**config.mk**
```make
export PLATFORM = sky130hd
export DESIGN_NAME = max7219_frame_seq
export DESIGN_NICKNAME = d
export VERILOG_FILES = /design/src/rtl/max7219_pkg.sv /design/src/rtl/max7219_word_issue.sv /design/src/rtl/max7219_frame_seq.sv
export SDC_FILE = /design/constraint.sdc
export NUM_CORES = 1
export LEC_CHECK = 0
export BUFFER_PORTS_ARGS = -buffer_cell sky130_fd_sc_hd__buf_4
export CORE_MARGIN = 3
export CORE_UTILIZATION = 25
export DETAILED_ROUTE_END_ITERATION = 8
export GPL_ROUTABILITY_DRIVEN = 0
export PLACE_DENSITY = 0.41
export SETUP_SLACK_MARGIN = 0.02
export SYNTH_ARGS = -nofsm -noshare
export SYNTH_HDL_FRONTEND = slang
export SYNTH_SLANG_ARGS = --single-unit
```
**constraint.sdc**
```tcl
create_clock -name clk -period 2.1 [get_ports clk]
set_input_delay 0.21 -clock clk [delete_from_list [all_inputs] [get_ports clk]]
set_output_delay 0.21 -clock clk [all_outputs]
set_load 0.03 [all_outputs]
```
**src/rtl/max7219_pkg.sv**
```systemverilog
// Shared constants for the MAX7219 frame sequencer: register addresses, command width, FSM encodings.
// The optional row-difference mode (MAX7219_ROW_DIFF_EN) needs nothing from this package.
package max7219_pkg;

  localparam int CMD_W = 16;

  localparam logic [3:0] REG_NOOP      = 4'h0;
  localparam logic [3:0] REG_DIGIT0    = 4'h1;
  localparam logic [3:0] REG_DIGIT7    = 4'h8;
  localparam logic [3:0] REG_DECODE    = 4'h9;
  localparam logic [3:0] REG_INTENSITY = 4'hA;
  localparam logic [3:0] REG_SCANLIM   = 4'hB;
  localparam logic [3:0] REG_SHUTDOWN  = 4'hC;
  localparam logic [3:0] REG_DISPTEST  = 4'hF;

  // Top-level sequencer states
  localparam logic [1:0] ST_SYNC = 2'd0;
  localparam logic [1:0] ST_INIT = 2'd1;
  localparam logic [1:0] ST_IDLE = 2'd2;
  localparam logic [1:0] ST_ROWS = 2'd3;

  // Word-issue handshake states; W_ISSUE is the only state with drv_en high
  localparam logic [2:0] W_IDLE  = 3'd0;
  localparam logic [2:0] W_ARM   = 3'd1;
  localparam logic [2:0] W_ISSUE = 3'd2;
  localparam logic [2:0] W_ACK   = 3'd3;
  localparam logic [2:0] W_DONE  = 3'd4;

  function automatic logic [CMD_W-1:0] make_cmd(input logic [3:0] addr, input logic [7:0] data);
    return {4'h0, addr, data};
  endfunction

endpackage

```
**src/rtl/max7219_word_issue.sv**
```systemverilog
// Hands one 16-bit command word to the serial shifter via its en/RDY handshake.
// drv_en pulses for one cycle only while RDY is high; drv_data holds until RDY returns.
module max7219_word_issue
  import max7219_pkg::*;
(
  input  logic             clk,
  input  logic             rst_n,
  input  logic             start,
  input  logic [CMD_W-1:0] word,
  input  logic             drv_rdy,
  output logic             drv_en,
  output logic [CMD_W-1:0] drv_data,
  output logic             done
);

  logic [2:0]       state_r;
  logic             drv_en_r;
  logic [CMD_W-1:0] drv_data_r;

  // Handshake sequencing: issue, wait for RDY to drop (ack), wait for RDY to return (done)
  always_ff @(posedge clk) begin
    if (!rst_n) begin
      state_r    <= W_IDLE;
      drv_en_r   <= 1'b0;
      drv_data_r <= '0;
    end else begin
      drv_en_r <= 1'b0;
      case (state_r)
        W_IDLE: begin
          if (start) begin
            drv_data_r <= word;
            if (drv_rdy) begin
              drv_en_r <= 1'b1;
              state_r  <= W_ISSUE;
            end else begin
              state_r  <= W_ARM;
            end
          end
        end
        W_ARM: begin
          if (drv_rdy) begin
            drv_en_r <= 1'b1;
            state_r  <= W_ISSUE;
          end
        end
        W_ISSUE: state_r <= W_ACK;
        W_ACK:   if (!drv_rdy) state_r <= W_DONE;
        W_DONE:  if (drv_rdy) state_r <= W_IDLE;
        default: state_r <= W_IDLE;
      endcase
    end
  end

  // Completion is flagged in the cycle RDY comes back so the sequencer can move on at once
  assign done     = (state_r == W_DONE) && drv_rdy;
  assign drv_en   = drv_en_r;
  assign drv_data = drv_data_r;

endmodule

```
**src/rtl/max7219_frame_seq.sv**
```systemverilog
// MAX7219 command sequencer: init sequence after reset, then one DIGITn write per row of each 8x8 frame.
// Define MAX7219_ROW_DIFF_EN to skip rows unchanged since the last transmitted frame.
module max7219_frame_seq
  import max7219_pkg::*;
#(
  parameter logic [3:0] INTENSITY  = 4'h8,
  parameter logic [2:0] SCAN_LIMIT = 3'd7,
  parameter int         ROWS       = 8
) (
  input  logic             clk,
  input  logic             rst_n,
  input  logic [63:0]      frame_data,
  input  logic             frame_valid,
  output logic             frame_ready,
  output logic             busy,
  output logic             drv_en,
  output logic [CMD_W-1:0] drv_data,
  input  logic             drv_rdy
);

  localparam logic [2:0] LAST_ROW = 3'(ROWS - 1);

  logic [1:0]       state_r;
  logic [2:0]       cmd_idx_r;
  logic [2:0]       row_idx_r;
  logic [63:0]      frame_r;
  logic             inflight_r;
  logic             frame_ready_r;
  logic             busy_r;
  logic             start_s;
  logic             skip_s;
  logic             done_s;
  logic [CMD_W-1:0] word_s;
  logic [CMD_W-1:0] init_word_s;
  logic [7:0]       row_byte_s;
`ifdef MAX7219_ROW_DIFF_EN
  logic [63:0]      shadow_r;
`endif

  assign row_byte_s = frame_r[{row_idx_r, 3'b000} +: 8];

  // Init command table
  always_comb begin
    init_word_s = make_cmd(REG_NOOP, 8'h00);
    case (cmd_idx_r)
      3'd0:    init_word_s = make_cmd(REG_SHUTDOWN, 8'h00);
      3'd1:    init_word_s = make_cmd(REG_DISPTEST, 8'h00);
      3'd2:    init_word_s = make_cmd(REG_DECODE, 8'h00);
      3'd3:    init_word_s = make_cmd(REG_INTENSITY, {4'h0, INTENSITY});
      3'd4:    init_word_s = make_cmd(REG_SCANLIM, {5'h00, SCAN_LIMIT});
      3'd5:    init_word_s = make_cmd(REG_SHUTDOWN, 8'h01);
      default: init_word_s = make_cmd(REG_NOOP, 8'h00);
    endcase
  end

  // Decide whether to launch the next word (or skip an unchanged row)
  always_comb begin
    start_s = 1'b0;
    skip_s  = 1'b0;
    word_s  = init_word_s;
    if (state_r == ST_INIT && !inflight_r) begin
      start_s = 1'b1;
    end else if (state_r == ST_ROWS && !inflight_r) begin
      word_s = make_cmd(REG_DIGIT0 + {1'b0, row_idx_r}, row_byte_s);
`ifdef MAX7219_ROW_DIFF_EN
      if (row_byte_s == shadow_r[{row_idx_r, 3'b000} +: 8]) begin
        skip_s = 1'b1;
      end else begin
        start_s = 1'b1;
      end
`else
      start_s = 1'b1;
`endif
    end else begin
      start_s = 1'b0;
    end
  end

  // Word sequencing across SYNC/INIT/IDLE/ROWS; status outputs registered with the transitions
  always_ff @(posedge clk) begin
    if (!rst_n) begin
      state_r       <= ST_SYNC;
      cmd_idx_r     <= 3'd0;
      row_idx_r     <= 3'd0;
      frame_r       <= 64'h0;
      inflight_r    <= 1'b0;
      frame_ready_r <= 1'b0;
      busy_r        <= 1'b1;
`ifdef MAX7219_ROW_DIFF_EN
      shadow_r      <= 64'h0;
`endif
    end else begin
      case (state_r)
        ST_SYNC: begin
          cmd_idx_r <= 3'd0;
          if (drv_rdy) begin
            state_r  <= ST_INIT;
`ifdef MAX7219_ROW_DIFF_EN
            shadow_r <= 64'h0;
`endif
          end
        end
        ST_INIT: begin
          if (start_s) begin
            inflight_r <= 1'b1;
          end else if (done_s) begin
            inflight_r <= 1'b0;
            if (cmd_idx_r == 3'd5) begin
              state_r       <= ST_IDLE;
              frame_ready_r <= 1'b1;
              busy_r        <= 1'b0;
            end else begin
              cmd_idx_r <= cmd_idx_r + 3'd1;
            end
          end
        end
        ST_IDLE: begin
          if (frame_valid) begin
            frame_r       <= frame_data;
            row_idx_r     <= 3'd0;
            state_r       <= ST_ROWS;
            frame_ready_r <= 1'b0;
            busy_r        <= 1'b1;
          end
        end
        ST_ROWS: begin
          if (start_s) begin
            inflight_r <= 1'b1;
          end else if (done_s || skip_s) begin
            inflight_r <= 1'b0;
`ifdef MAX7219_ROW_DIFF_EN
            if (done_s) shadow_r[{row_idx_r, 3'b000} +: 8] <= row_byte_s;
`endif
            if (row_idx_r == LAST_ROW) begin
              state_r       <= ST_IDLE;
              frame_ready_r <= 1'b1;
              busy_r        <= 1'b0;
            end else begin
              row_idx_r <= row_idx_r + 3'd1;
            end
          end
        end
        default: state_r <= ST_SYNC;
      endcase
    end
  end

  max7219_word_issue u_issue (
    .clk      (clk),
    .rst_n    (rst_n),
    .start    (start_s),
    .word     (word_s),
    .drv_rdy  (drv_rdy),
    .drv_en   (drv_en),
    .drv_data (drv_data),
    .done     (done_s)
  );

  assign frame_ready = frame_ready_r;
  assign busy        = busy_r;

endmodule

```
==> results of run 1 <==
placed cells by master, fill, tap and decap left out, types with 4 or more instances in the layout:
master     synthesis  routed
nor2_1            10      10
a21boi_0          65      65
o211ai_1           5       5
ha_1               7       7
nand3_1           15      15
a31oi_1            5       5
nand2b_1           6       6
mux4_2            11      11
mux2i_1           20      20
o21ai_0           13      13
nand2_1          140     140
buf_4              5      93
dfxtp_1           91      91
clkbuf_16          0       9
conb_1             1       4
nand4_1            5       5
inv_1              4       4
a21oi_1           11      11
cell type report:
class,count,area share [%]
Clock inverter,1,0.164
Timing Repair Buffer,96,14.2
Clock buffer,14,4.94
Tap cell,216,5.06
Multi-Input combinational cell,349,41.3
Sequential cell,91,34.1
Inverter,4,0.281
state kept, by name (all words and copies together) (netlist names):
register and count:
row_idx_r 3, cmd_idx_r 3, inflight_r 1, frame_r 64
state_r 2, u_issue.drv_data 12, busy 1, u_issue.drv_en 1
u_issue.state_r 3, frame_ready 1
path summary, 6_finish.rpt:
kind	from	to	cells past startpoint
setup reg to reg	state_r[1]	frame_r[30]	4
setup / recovery	state_r[1]	frame_r[30]	4
hold / removal	drv_rdy	u_issue.state_r[2]	2
hold reg to reg	frame_r[43]	frame_r[43]	2
metal layers:
layer	vias to the layer above	part of all wire [%]	GRT usage, %
li1	1798	-	-
met1	1693	49	17.9
met2	84	45	20.4
met3	12	4.5	2.66
met4	0	1.6	4.87
met5	-	0	0
Yosys cell counts, drive strengths merged:
master,count
a2111o,1
buf,18
dfxtp,91
nand4,5
nand4b,3
a22oi,1
a21boi,65
inv,4
o211ai,5
a21oi,12
o311ai,1
nand3b,3
nor3,1
mux4,11
a221o,1
o211a,1
and3b,1
o22a,1
nor4,1
o221a,1
o311a,1
o21ai,13
conb,1
nand2,140
ha,7
a31oi,5
nor3b,2
nor2,10
and4bb,1
mux2i,20
o31ai,1
clkbuf,22
o2111a,1
a211o,1
or3,2
nand2b,6
nor2b,3
and2,2
nand3,15
mux2,1
per-stage QoR:
| step | power, uW | worst slack (ns) | utilization, % |
|---|---|---|---|
| 2_1_floorplan | 2760 | 0.589 | - |
| 3_3_place_gp | 3220 | 0.364 | 31.3 |
| 3_5_place_dp | 3230 | 0.353 | 31.3 |
| 4_1_cts | 4780 | 0.337 | 32.9 |
| 5_1_grt | 4980 | 0.156 | 32.9 |
| 6_report | 4700 | 0.332 | 32.9 |
power breakdown:
| group | internal (uW) | switching [uW] |
|---|---|---|
| registers | 1920 | 160 |
| logic | 475 | 616 |
| clock network | 865 | 666 |
kinds of logic after synthesis:
logic type	Yosys count	synth area share, %
other	1	0.0887
DFF	91	43.1
and+or+nand+nor	195	20.2
muxes	32	10.9
buffers and inverters	44	5.00
AOI/OAI and AO/OA	111	18.7
adders and majority gates	7	2.07
==> results.cfg, run 1 <==
[run_status]
outcome = finished, final reports clean

[placement]
detailed_place.area_um2 = 5070
hpwlAfterDp_um = 8650
io_buffers = 82
dp_cells = 756

[power_and_ir_drop]
p_leak_uw = 0.00192
power_density_nw_per_um2 = 879
ir_worst_vdd_mv = 0.473

[timing]
setup_tns_ns = 0
finalCritPeriodShare_pct = 84.2
holdWs_ns = 0.0716
maxSlewHeadroom_pct = 66.2
period_needed_ns = 1.77
fmax_ghz = 0.566
rsz0062_at_grt = false
hold_violations = 0
worstMarginPinSlew_ns = 0.507
finClkSkew_ns = 0.00634
drv_slew = 0
setup_viol = 0

[min_path]
hp-class = in -> reg

[clocking]
root_buffer = clkbuf_16
clkSlewWorstSetupHoldPaths_ns = 0.06
clock_latency_ns = 0.34
numClockSinks = 91
postCtsSetupRepairBufs = 0
cts_hold_buf = 0
cts_resized = 0
cts_made_buffers = 9
cts_max_level = 3
cts_tree = yes
clock_path_buffers = 2

[floorplanning]
boundaryPins = 87
rows = 46
dieArea_um2 = 18500
initial_core_util_pct = 26.0
die_h_um = 136
die_w_um = 136
core_area_um2 = 16200

[setup_path]
required_ns = 2.37
critPathLaunchType = register
crit_chain = and3b_2 -> buf_12 -> nand2_1 -> a21boi_0
rrSetupSlack_ns = 0.33
critical-path-top-delay-family = flip-flops
cp.buffers_inverters = 1
slowest_stage = dfxtp_1
end_kind = register
critPathArrivalTime_ns = 2.04
critical-path-max-stage-delay_ns = 0.64
crit_type = reg -> reg
crit_path_max_fanout = 54

[route]
post_drt_wl_per_cell_um = 15.4
dr.pass1.iters = 4
drc = 0
drt_iter0_drc = 256
routed_wl_um = 11900
viasPerCell = 4.65
ant_nets = 0
vias = 3587

[finish]
fillCellCount = 1723
n_antenna_cell = 0
fin_nets = 626
design_area_um2 = 5350
final_cells = 771
seq_area_um2 = 1820
synthToLayoutAreaGrowth_pct = 26.4
drive_gt1_share_pct = 22.3
multi_input_area_um2 = 2210

[grt]
grt_max_degree = 67
grt_pass1_wl_um = 18700
grt_util_all_layers_pct = 13.1
grt.overflow.total = 0
antenna_found_initial = 0
grt_pass1_vias = 3517

[synthesis]
ys_types = 44
ys_seq_area_share_pct = 43.1
synth-seq-cells = 91
synthCells = 481
yosysTopAreaCellShare_pct = 43.1
synth_top_area_cell = dfxtp_1
syn_area_per_cell_um2 = 8.79
ys_top_cells_by_area = dfxtp_1, nand2_1, a21boi_0
syn_area_um2 = 4230
synth_warnings = 0

[run]
maxCapViolations = 0
Note: power is estimated with default switching activity, not from simulation.
==> run 2, diff against run 1 <==
Clock period 2.1 ns to 1.8 ns, I/O delays scaled along.
==> results.cfg, run 2 (same netlist as run 1, synthesis figures left out) <==
[route]
drt_iter0_drc = 149
post_drt_wl_per_cell_um = 15.8
wl_met1_um = 6070
routed.top_layer = met4
ant_nets = 0
dr.pass1.iters = 4
viasPerCell = 4.58
wl_met2_um = 5600
wl_met3_um = 530
drc = 0
vias = 3570
routed_wl_um = 12300

[setup_path]
end_kind = register
slowest_stage = mux4_2
rr_worst_depth = 5
cp.buffers_inverters = 1
crit_chain = buf_4 -> mux2i_1 -> mux4_2 -> nand4b_1 -> o2111a_1
critPathLaunchType = register
rr_startpoint = row_idx_r[0]
critPathArrivalTime_ns = 1.89
required_ns = 2.09
critical-path-max-stage-delay_ns = 0.49
crit_type = reg -> reg
crit_path_max_fanout = 14
rrSetupSlack_ns = 0.20
critical-path-top-delay-family = multiplexers
r2r-end = u_issue.drv_data[3]

[floorplanning]
die_h_um = 136
die_w_um = 136
boundaryPins = 87
core_area_um2 = 16200
dieArea_um2 = 18500
rows = 46
initial_core_util_pct = 26.0

[power_and_ir_drop]
pwr-share-comb_pct = 24.3
ir_worst_vdd_mv = 0.434
p_clk_share_pct = 32.1
switchingPower_uw = 1770
p_leak_uw = 0.00195
power_density_nw_per_um2 = 1030
swShare_pct = 31.9
p_int_uw = 3770
p_seq_share_pct = 43.5
power_uw = 5540

[clocking]
cts_hold_buf = 0
clock_path_buffers = 2
cts_made_buffers = 9
cts_tree = yes
root_buffer = clkbuf_16
cts_resized = 0
clkSlewWorstSetupHoldPaths_ns = 0.07
numClockSinks = 91
cts_max_level = 3
postCtsSetupRepairBufs = 0
clock_latency_ns = 0.35

[min_path]
min_path_cells = 2
holdPathEnd = u_issue.state_r[2]
hold_start = drv_rdy
hp-class = in -> reg

[finish]
final_common_cell = nand2_1
fin_nets = 633
regMostFlops = frame_r
n_antenna_cell = 0
synthToLayoutAreaGrowth_pct = 27.6
drive_gt1_share_pct = 23.6
largest_reg_flops = 64
final_cell_mix = nand2_1, buf_4, dfxtp_1

[grt]
grt_pass1_vias = 3527
antenna_found_initial = 0
grt.overflow.total = 0
grt_util_all_layers_pct = 13.7
grt_pass1_wl_um = 19300
grt_max_degree = 48

[timing]
finClkSkew_ns = 0.00584
drv_slew = 0
setup_viol = 0
setup_tns_ns = 0
period_needed_ns = 1.60
fmax_ghz = 0.626
hold_violations = 0
rsz0062_at_grt = false
finalCritPeriodShare_pct = 88.7

[placement]
io_buffers = 82
hpwlAfterDp_um = 9240

[run]
maxCapViolations = 0

[run_status]
outcome = finished, final reports clean
-- run 2: layout make-up --
| cell class | count | area (um2) |
|---|---|---|
| clock buffer | 11 | 233 |
| clock inverter | 5 | 37.5 |
| fill | 1762 | 10800 |
| inverter | 4 | 15.0 |
| multi-input combinational | 349 | 2210 |
| sequential | 91 | 1820 |
| tap | 216 | 270 |
| timing repair buffer | 103 | 811 |
-- run 2: per-stage QoR --
| step | area, um2 | utilization, % | hold WS [ns] | std cells | setup WS [ns] |
|---|---|---|---|---|---|
| floorplan | 4240 | - | 0.256 | 484 | 0.289 |
| CTS | 5400 | 33.2 | 0.0493 | 779 | 0.184 |
| global route | 5400 | 33.2 | 0.0571 | 779 | 0.0749 |
| detailed placement | 5120 | 31.6 | 0.424 | 763 | 0.207 |
| finish | 5400 | 33.2 | 0.0649 | 779 | 0.203 |
| global placement | 5120 | 31.6 | 0.423 | 763 | 0.279 |
-- run 2: layer usage --
| layer | vias to the layer above | GRT usage, % |
|---|---|---|
| met4 | 0 | 2.52 |
| met1 | 1672 | 18.8 |
| met3 | 6 | 4.22 |
| met5 | - | 0 |
| li1 | 1810 | - |
| met2 | 82 | 21.3 |
-- run 2: worst register-to-register path: stages (launching register included) --
cell and delay (ns):
dfxtp_1 0.36, buf_4 0.26, mux2i_1 0.13, mux4_2 0.49, nand4b_1 0.11, o2111a_1 0.18
-- run 2: how the worst max path moves through the flow --
stage	slack (ns)	cells after the start	end	start
final	0.20	5	u_issue.drv_data[3]	row_idx_r[0]
after global routing	0.07	4	frame_r[49]	state_r[1]
after CTS	0.18	5	u_issue.drv_data[3]	row_idx_r[0]
after detailed placement	0.21	5	u_issue.drv_data[3]	row_idx_r[0]
after global placement	0.28	4	u_issue.drv_data[3]	inflight_r
after floorplan	0.29	6	busy	cmd_idx_r[1]
-- run 2: power by group through the flow --
| stage | logic [uW] | registers [uW] | clock network [uW] |
|---|---|---|---|
| finish | 1350 | 2410 | 1780 |
| global route | 1490 | 2450 | 1920 |
| CTS | 1370 | 2410 | 1840 |
| detailed placement | 1360 | 2460 | 0 |
| global placement | 1360 | 2460 | 0 |
| floorplan | 682 | 2540 | 0 |
